`src/rtl/decision_unit_top2.sv`:
```
// Argmax stage closing the CNN classifier: scans NUM_CLASSES scores from a
// fixed-latency result memory and reports winner, runner-up, top score and margin.
module decision_unit_top2 #(
  parameter int unsigned NUM_CLASSES = 10,
  parameter int unsigned DATA_W      = 8,
  parameter int unsigned ADDR_W      = 10,
  parameter int unsigned IDX_W       = 4,
  parameter int unsigned RD_LATENCY  = 1,
  parameter bit          SIGNED      = 1'b0
) (
  input  logic                clk,
  input  logic                rst_n,
  input  logic                start,
  input  logic [DATA_W-1:0]   threshold,
  output logic [ADDR_W-1:0]   rd_addr,
  output logic                rd_en,
  input  logic [DATA_W-1:0]   rd_data,
  output logic                busy,
  output logic                done,
  output logic [IDX_W-1:0]    category_out,
  output logic [IDX_W-1:0]    runner_up_out,
  output logic [DATA_W-1:0]   max_score,
  output logic [DATA_W:0]     margin,
  output logic                low_conf
);

  localparam int unsigned MARGIN_W = DATA_W + 1;
  localparam int unsigned CNT_W    = (RD_LATENCY > 1) ? $clog2(RD_LATENCY) : 1;

  if (NUM_CLASSES < 2) begin : g_bad_classes
    $error("decision_unit_top2: NUM_CLASSES must be >= 2");
  end
  if ((64'(1) << IDX_W) < 64'(NUM_CLASSES)) begin : g_bad_idx
    $error("decision_unit_top2: IDX_W too narrow for NUM_CLASSES");
  end
  if (RD_LATENCY < 1) begin : g_bad_lat
    $error("decision_unit_top2: RD_LATENCY must be >= 1");
  end

  typedef enum logic [1:0] {ST_IDLE, ST_ISSUE, ST_DRAIN, ST_DONE} state_t;

  function automatic logic gt(input logic [DATA_W-1:0] a, input logic [DATA_W-1:0] b);
    if (SIGNED) return $signed(a) > $signed(b);
    else        return a > b;
  endfunction

  function automatic logic [MARGIN_W-1:0] ext(input logic [DATA_W-1:0] a);
    if (SIGNED) return {a[DATA_W-1], a};
    else        return {1'b0, a};
  endfunction

  state_t                state_q, state_d;
  logic [ADDR_W-1:0]     rd_addr_q, rd_addr_d;
  logic                  rd_en_q, rd_en_d;
  logic                  busy_q, busy_d;
  logic                  done_q, done_d;
  logic [CNT_W-1:0]      cnt_q, cnt_d;
  logic [DATA_W-1:0]     thr_q, thr_d;
  logic [RD_LATENCY-1:0] pipe_v_q, pipe_v_d;
  logic [IDX_W-1:0]      pipe_i_q [RD_LATENCY];
  logic [IDX_W-1:0]      pipe_i_d [RD_LATENCY];
  logic [DATA_W-1:0]     best_s_q, best_s_d, run_s_q, run_s_d;
  logic [IDX_W-1:0]      best_i_q, best_i_d, run_i_q, run_i_d;
  logic                  best_v_q, best_v_d, run_v_q, run_v_d;
  logic [IDX_W-1:0]      category_q, category_d, runner_q, runner_d;
  logic [DATA_W-1:0]     max_q, max_d;
  logic [MARGIN_W-1:0]   margin_q, margin_d;
  logic                  low_conf_q, low_conf_d;

  logic                  cons_v_c;
  logic [IDX_W-1:0]      cons_i_c;
  logic [MARGIN_W-1:0]   margin_c;

  assign cons_v_c = pipe_v_q[RD_LATENCY-1];
  assign cons_i_c = pipe_i_q[RD_LATENCY-1];
  assign margin_c = ext(best_s_q) - ext(run_s_q);

  // Next-state, request issue, index pipeline and running best/runner-up tracking
  always_comb begin
    state_d    = state_q;
    rd_addr_d  = '0;
    rd_en_d    = 1'b0;
    busy_d     = busy_q;
    done_d     = 1'b0;
    cnt_d      = cnt_q;
    thr_d      = thr_q;
    best_s_d   = best_s_q;
    best_i_d   = best_i_q;
    best_v_d   = best_v_q;
    run_s_d    = run_s_q;
    run_i_d    = run_i_q;
    run_v_d    = run_v_q;
    category_d = category_q;
    runner_d   = runner_q;
    max_d      = max_q;
    margin_d   = margin_q;
    low_conf_d = low_conf_q;

    pipe_v_d[0] = rd_en_q;
    pipe_i_d[0] = IDX_W'(rd_addr_q);
    for (int k = 1; k < int'(RD_LATENCY); k++) begin
      pipe_v_d[k] = pipe_v_q[k-1];
      pipe_i_d[k] = pipe_i_q[k-1];
    end

    // Strict compares: ties keep the earlier index as best
    if (cons_v_c) begin
      if (!best_v_q) begin
        best_s_d = rd_data;
        best_i_d = cons_i_c;
        best_v_d = 1'b1;
        run_v_d  = 1'b0;
      end else if (gt(rd_data, best_s_q)) begin
        run_s_d  = best_s_q;
        run_i_d  = best_i_q;
        run_v_d  = 1'b1;
        best_s_d = rd_data;
        best_i_d = cons_i_c;
      end else if (!run_v_q || gt(rd_data, run_s_q)) begin
        run_s_d  = rd_data;
        run_i_d  = cons_i_c;
        run_v_d  = 1'b1;
      end
    end

    unique case (state_q)
      ST_IDLE: begin
        busy_d = start;
        if (start) begin
          thr_d    = threshold;
          best_v_d = 1'b0;
          run_v_d  = 1'b0;
          rd_en_d  = 1'b1;
          state_d  = ST_ISSUE;
        end
      end
      ST_ISSUE: begin
        if (rd_addr_q == ADDR_W'(NUM_CLASSES - 1)) begin
          cnt_d   = '0;
          state_d = ST_DRAIN;
        end else begin
          rd_en_d   = 1'b1;
          rd_addr_d = rd_addr_q + ADDR_W'(1);
        end
      end
      ST_DRAIN: begin
        if (cnt_q == CNT_W'(RD_LATENCY - 1)) state_d = ST_DONE;
        else                                 cnt_d   = cnt_q + CNT_W'(1);
      end
      ST_DONE: begin
        category_d = best_i_q;
        runner_d   = run_i_q;
        max_d      = best_s_q;
        margin_d   = margin_c;
        low_conf_d = margin_c < {1'b0, thr_q};
        done_d     = 1'b1;
        state_d    = ST_IDLE;
      end
      default: state_d = ST_IDLE;
    endcase
  end

  always_ff @(posedge clk or negedge rst_n) begin
    if (!rst_n) begin
      state_q    <= ST_IDLE;
      rd_addr_q  <= '0;
      rd_en_q    <= 1'b0;
      busy_q     <= 1'b0;
      done_q     <= 1'b0;
      cnt_q      <= '0;
      thr_q      <= '0;
      pipe_v_q   <= '0;
      for (int k = 0; k < int'(RD_LATENCY); k++) pipe_i_q[k] <= '0;
      best_s_q   <= '0;
      best_i_q   <= '0;
      best_v_q   <= 1'b0;
      run_s_q    <= '0;
      run_i_q    <= '0;
      run_v_q    <= 1'b0;
      category_q <= '0;
      runner_q   <= '0;
      max_q      <= '0;
      margin_q   <= '0;
      low_conf_q <= 1'b0;
    end else begin
      state_q    <= state_d;
      rd_addr_q  <= rd_addr_d;
      rd_en_q    <= rd_en_d;
      busy_q     <= busy_d;
      done_q     <= done_d;
      cnt_q      <= cnt_d;
      thr_q      <= thr_d;
      pipe_v_q   <= pipe_v_d;
      for (int k = 0; k < int'(RD_LATENCY); k++) pipe_i_q[k] <= pipe_i_d[k];
      best_s_q   <= best_s_d;
      best_i_q   <= best_i_d;
      best_v_q   <= best_v_d;
      run_s_q    <= run_s_d;
      run_i_q    <= run_i_d;
      run_v_q    <= run_v_d;
      category_q <= category_d;
      runner_q   <= runner_d;
      max_q      <= max_d;
      margin_q   <= margin_d;
      low_conf_q <= low_conf_d;
    end
  end

  assign rd_addr       = rd_addr_q;
  assign rd_en         = rd_en_q;
  assign busy          = busy_q;
  assign done          = done_q;
  assign category_out  = category_q;
  assign runner_up_out = runner_q;
  assign max_score     = max_q;
  assign margin        = margin_q;
  assign low_conf      = low_conf_q;

endmodule

```
`config.mk`:
```
export PLATFORM = sky130hd
export DESIGN_NAME = decision_unit_top2
export DESIGN_NICKNAME = d
export VERILOG_FILES = /design/src/rtl/decision_unit_top2.sv
export SDC_FILE = /design/constraint.sdc
export NUM_CORES = 1
export LEC_CHECK = 0
export ABC_AREA = 1
export CORE_MARGIN = 2
export CORE_UTILIZATION = 59
export DETAILED_ROUTE_END_ITERATION = 10
export HOLD_SLACK_MARGIN = 0.05
export PLACE_DENSITY = 0.82
export RECOVER_POWER = 50
export SLEW_MARGIN = 40
export SYNTH_ARGS = -nofsm -noshare
export SYNTH_HDL_FRONTEND = slang
export SYNTH_SLANG_ARGS = --single-unit
```
`constraint.sdc`:
```
create_clock -name clk -period 6.8 [get_ports clk]
set_input_delay 1.36 -clock clk [delete_from_list [all_inputs] [get_ports clk]]
set_output_delay 1.36 -clock clk [all_outputs]
set_load 0.01 [all_outputs]
```
# [Yosys cells after proc, flatten, opt, wreduce, memory -nomap -nowiden]
# Cells that the tools add are included.
[op_classes] order_cmp=3 multipliers=0 eq_ne=8 mux=35 n_div=0 bitwise_logic=0 addsub=3 n_shift=0 reduce_logical=10
[op_table] operator="$mux W8" count=4
[op_table] operator="$mux W10" count=2
[op_table] operator="$mux W1" count=19
[op_table] operator="$gt A8 B8 Y1" count=2
[op_table] operator="$mux W4" count=4
[op_table] operator="$add A10 B1 Y10 const B" count=1
[op_table] operator="$eq A10 B4 Y1 const B" count=1
[op_table] operator="$lt A9 B8 Y1" count=1
[op_table] operator="$sub A8 B8 Y9" count=1
[op_table] operator="$pmux W2 S4" count=1
[op_table] operator="$mux W2" count=3
[op_table] operator="$ne A2 B2 Y1 const B" count=3
[op_table] operator="$reduce_and A2 Y1" count=3
[op_table] operator="$reduce_and A3 Y1" count=2
[op_table] operator="$eq A2 B2 Y1 const B" count=2
[op_table] operator="$pmux W1 S2" count=2
[op_table] operator="$reduce_bool A2 Y1" count=2
[op_table] operator="$eq A2 B1 Y1 const B" count=1
[op_table] operator="$logic_not A2 Y1" count=1
[op_table] operator="$ne A2 B1 Y1 const B" count=1
[op_table] operator="$add A1 B1 Y1 const B" count=1
[op_table] operator="$logic_not A1 Y1" count=1
[op_table] operator="$logic_or A1 B1 Y1" count=1
[totals] regBits=81 mem_bits_ro=0 memories=0 elab_cells=79 latchBits=0 ramBits=0

# [Logic depth before layout (Yosys ltp)]
[logic_depth] depth_word=13 ltp_mapped=17 ltp_nobuf=17

# [Least setup slack after synthesis]
# No wires, ideal clock.
[synth_path] kind="input -> register" from="in rd_data[1]" to="reg run_i_q[0]" slack_ns=4.205 t_arrival_ns=2.478 setup_ns=0.117 stages=12 required_ns=6.683 path_cell_list="ha_1 -> nand2_1 -> nand2_1 -> nand2_1 -> nand2_1 -> nand2_1 -> nand2_2 -> nand2_4 -> nand3_4 -> buf_4 -> nand3_1 -> nand2_1"
[synth_between] elab_chain_len=7 elab_cells_between_ends=11 cone_classes="2 x order compare; 6 x mux; 3 x reduce/logical"
[synth_rtl] element="start: declaration" line="17" text="input logic [DATA_W-1:0] rd_data,"
[synth_rtl] element="$gt A8 B8 Y1" line="44" text="else return a > b;"
[synth_rtl] element="$mux W1" line="113" text="end else if (gt(rd_data, best_s_q)) begin"
[synth_rtl] element="$mux W1" line="108" text="if (!best_v_q) begin"
[synth_rtl] element="$mux W1" line="107" text="if (cons_v_c) begin"
[synth_rtl] element="$logic_or A1 B1 Y1" line="119" text="end else if (!run_v_q || gt(rd_data, run_s_q)) begin"
[synth_rtl] element="$reduce_bool A2 Y1 (no source line)"
[synth_rtl] element="$reduce_and A3 Y1 (no source line)"
[synth_rtl] element="end signal: assignment" line="199" text="run_i_q <= run_i_d;"
[synth_rtl] element="end: declaration" line="63" text="logic [IDX_W-1:0] best_i_q, best_i_d, run_i_q, run_i_d;"
# Parallel ways exist; a longest one is shown, timed or not. The select of a mux whose other input is x is not followed.
# A chain may end at the register's enable or synchronous reset.

# [Worst setup path in the final report]
[layout_path] from="in rd_data[7]" to="reg best_s_q[0]"
[layout_between] elab_chain_len=5
[layout_rtl] element="$gt A8 B8 Y1" line="44"
[layout_rtl] element="$mux W1" line="108"
[layout_rtl] element="$mux W1" line="107"
[layout_rtl] element="$ne A2 B1 Y1 (no source line)"
[layout_rtl] element="$reduce_and A2 Y1 (no source line)"
[layout_rtl] element="end signal: assignment" line="195" text="best_s_q <= best_s_d;"
[layout_rtl] element="end: declaration" line="62" text="logic [DATA_W-1:0] best_s_q, best_s_d, run_s_q, run_s_d;"
# No other way between the ends. The select of a mux whose other input is x is not followed.

==> results.py <==
metrics = {
    "place": {
        "hpwl_um": 6810,
        "pre_cts_slack_ns": 3.08,
        "numPortBuffers": 57,
        "gp_congestion": 0.885,
    },
    "clock_network": {
        "cts_buffer_depth": 2,
        "cts_max_level": 3,
        "cts_inserted_buffers": 9,
        "clk_latency_ns": 0.37,
        "hold_buffers": 0,
        "post_cts_resized": 0,
        "cts_num_sinks": 80,
        "clk_pin_slew_ns": 0.08,
        "cts_tree": "done",
        "cts_root_buffer": "clkbuf_8",
        "postCtsSetupBuffers": 0,
    },
    "sta": {
        "fin_crit_ns": 3.45,
        "fin_ws_ns": 3.35,
        "setup_viol": 0,
        "rsz0062_at_grt": "no",
        "hold_violations": 0,
        "timing.fmax_mhz": 290,
        "clock_skew_ns": 0.0193,
        "fin_crit_sh": 0.507,
        "slew-limit-headroom": 0.321,
        "worstMarginPinSlew_ns": 1.02,
        "maxSlewViolCount": 0,
        "setup_tns_ns": 0,
    },
    "logic_synthesis": {
        "synth_area_leaders": "dfrtp_1 47%, nand2_1 17%, ha_1 11%, nand3_1 5.3%, inv_1 4.3%",
        "synth.yosys.warnings": 0,
        "ys_types": 31,
        "synth_area_sq_um": 4240,
        "synth_top_cell_by_area": "dfrtp_1",
        "syn-num-nets": 567,
        "ys_seq_area_frac": 0.472,
        "yosys.area.top_type_share": 0.472,
        "synth_async_sr_flop_share": 1.00,
        "synth_ff_type": "dfrtp_1",
        "synth_edf_count": 0,
        "avgSynthCellArea_sq_um": 8.32,
        "ys_seq_elements": 80,
        "synthCells": 510,
    },
    "drt": {
        "drt_pre_antenna_iters": 5,
        "final_antenna_net_count": 0,
        "wl_per_cell_um": 14.5,
        "drt_iter0_markers": 314,
        "avgViaCountPerCell": 5.38,
        "vias": 3572,
        "routed_wl_um": 9620,
        "drc": 0,
    },
    "pwr": {
        "switching_share": 0.440,
        "power_frac_comb": 0.526,
        "intPower_mw": 1.40,
        "leakagePower_nw": 2.59,
        "p_switching_mw": 1.10,
        "pwr-share-seq": 0.311,
        "powerDensity_nw_per_um2": 492,
        "clockPowerShare": 0.163,
        "ir_worst_vdd_mv": 0.274,
    },
    "cells_and_area": {
        "regArea_sq_um": 2000,
        "areaGrowthSynthToFinish_pct": 19.6,
        "final_net_count": 620,
        "layout_commonest_cell": "nand2_1",
        "multi_input_area_sq_um": 1950,
        "fill_cells": 525,
        "layout_common_cells": "188 x nand2_1, 80 x dfrtp_1, 55 x clkdlybuf4s50_1",
        "drive_gt1_frac": 0.0458,
        "antenna_cells": 0,
    },
    "die": {
        "core_region_area_sq_um": 6870,
        "fp.dieH_um": 88.8,
        "ios": 58,
        "rows": 30,
        "die_w_um": 88.8,
        "die_area_sq_um": 7880,
        "initial_core_util": 0.617,
    },
    "global_route": {
        "grt_pass1_wl_um": 15500,
        "grt_pass1_vias": 3423,
        "track_usage": 0.257,
        "grt-ovfl-total": 0,
        "antenna_found_initial": 0,
        "grt_max_degree": 81,
    },
    "critical_path": {
        "crit_fanout": 14,
        "cp-end-kind": "flop",
        "worstSetupPathType": "primary input to flop",
        "critPathLaunchType": "primary input",
        "crit_family": "simple AND/OR/NAND/NOR gates",
        "slowest_delay_ns": 0.51,
        "arrival_ns": 3.68,
        "cp_slowest_cell": "clkdlybuf4s50_1",
        "critPathRequiredTime_ns": 7.03,
        "worstPathCellList": "clkdlybuf4s50_1, ha_1, nand2_1, nor2_4, nand2_1, nand2_2, nand2_4, nand2_2, nand2_2, nand2_1, o21ai_0",
        "cp_num_buf_inv": 1,
    },
    "flow_run": {
        "max-cap-violations": 0,
    },
    "status": {
        "status": "complete, no violations",
    },
    "hold_path": {
        "min_path_type": "flop to flop",
    },
}
-- synthesized netlist by cell type (4+ instances only) --
cell,count
ha_1,37
dfrtp_1,80
nor3_1,6
nand3_1,45
nand2_2,4
o21ai_0,21
nor2_1,19
inv_1,49
nand2_1,188
xor2_1,6
clkbuf_1,9
buf_4,4
a21oi_1,19
-- registers in the layout, indices dropped and copies added (netlist names) --
name,cells
cons_v_c,1
busy,1
rd_en,1
max_score,8
run_s_q,8
best_v_q,1
cons_i_c,4
rd_addr,10
margin,9
best_i_q,4
best_s_q,8
state_q,2
done,1
category_out,4
run_i_q,4
run_v_q,1
low_conf,1
thr_q,8
runner_up_out,4
-- cells by family (layout without fill, tap and decap cells) --
logic type      Yosys count  count (layout)  synth area share
simple gates            271             271             0.272
buf+inv                  66             124            0.0655
flops                    80              80             0.472
compound gates           49              49            0.0646
xor+xnor                  6               6            0.0124
fa+ha+maj                38              38             0.114
-- through the flow --
step                      instances  area (sq um)  hold WS, ns  utilization  total power [mW]
after floorplan                 510          4240        0.416            -              1.66
after global placement          648          4840        0.381        0.705              1.99
after detailed placement        648          4850        0.384        0.706              2.08
after CTS                       664          5080        0.396        0.740              2.50
after global routing            664          5070        0.407        0.738              2.70
final                           664          5070        0.395        0.738              2.49
-- power by group through the flow --
stage / clock network, mW / registers, mW / logic (mW)
2_1_floorplan: 0 / 0.777 / 0.887
3_3_place_gp: 0 / 0.773 / 1.22
3_5_place_dp: 0 / 0.780 / 1.30
4_1_cts: 0.412 / 0.773 / 1.31
5_1_grt: 0.432 / 0.791 / 1.47
6_report: 0.407 / 0.776 / 1.31
-- final timing paths --
path / start / to / slack (ns) / cells past startpoint
worst max-delay path: rd_data[7] / best_s_q[0] / 3.35 / 11
worst min-delay path: rd_en / cons_v_c / 0.39 / 0
worst max register to register: best_s_q[0] / low_conf / 4.23 / 16
worst min register to register: rd_en / cons_v_c / 0.39 / 0
max in group asynchronous: rst_n / done / 5.24 / 1
min in group asynchronous: rst_n / max_score[4] / 1.00 / 1
-- routing by layer --
metal	global-route usage	share of wire	routed length (um)
met1	0.335	0.43	4140
met2	0.415	0.48	4590
met3	0.0606	0.070	674
met4	0.103	0.023	218
met5	0	0	0
-- worst register-to-register path: cells and delay by family, from the launching register on --
kind                     cells  cell delay, ns
adder cells (fa/ha/maj)      3            0.88
AND/OR/NAND/NOR              9            0.67
flip-flops                   1            0.44
XOR/XNOR                     1            0.29
buffers and inverters        2            0.16
AO/OA/AOI/OAI                1            0.10
-- final cells by class --
class | count | share of cell area
sequential | 80 | 0.395
multi-input combinational | 364 | 0.385
timing repair buffer | 57 | 0.113
inverter | 51 | 0.0377
clock buffer | 11 | 0.0298
tap | 96 | 0.0237
clock inverter | 5 | 0.0168
(Power assumes the default switching activity.)
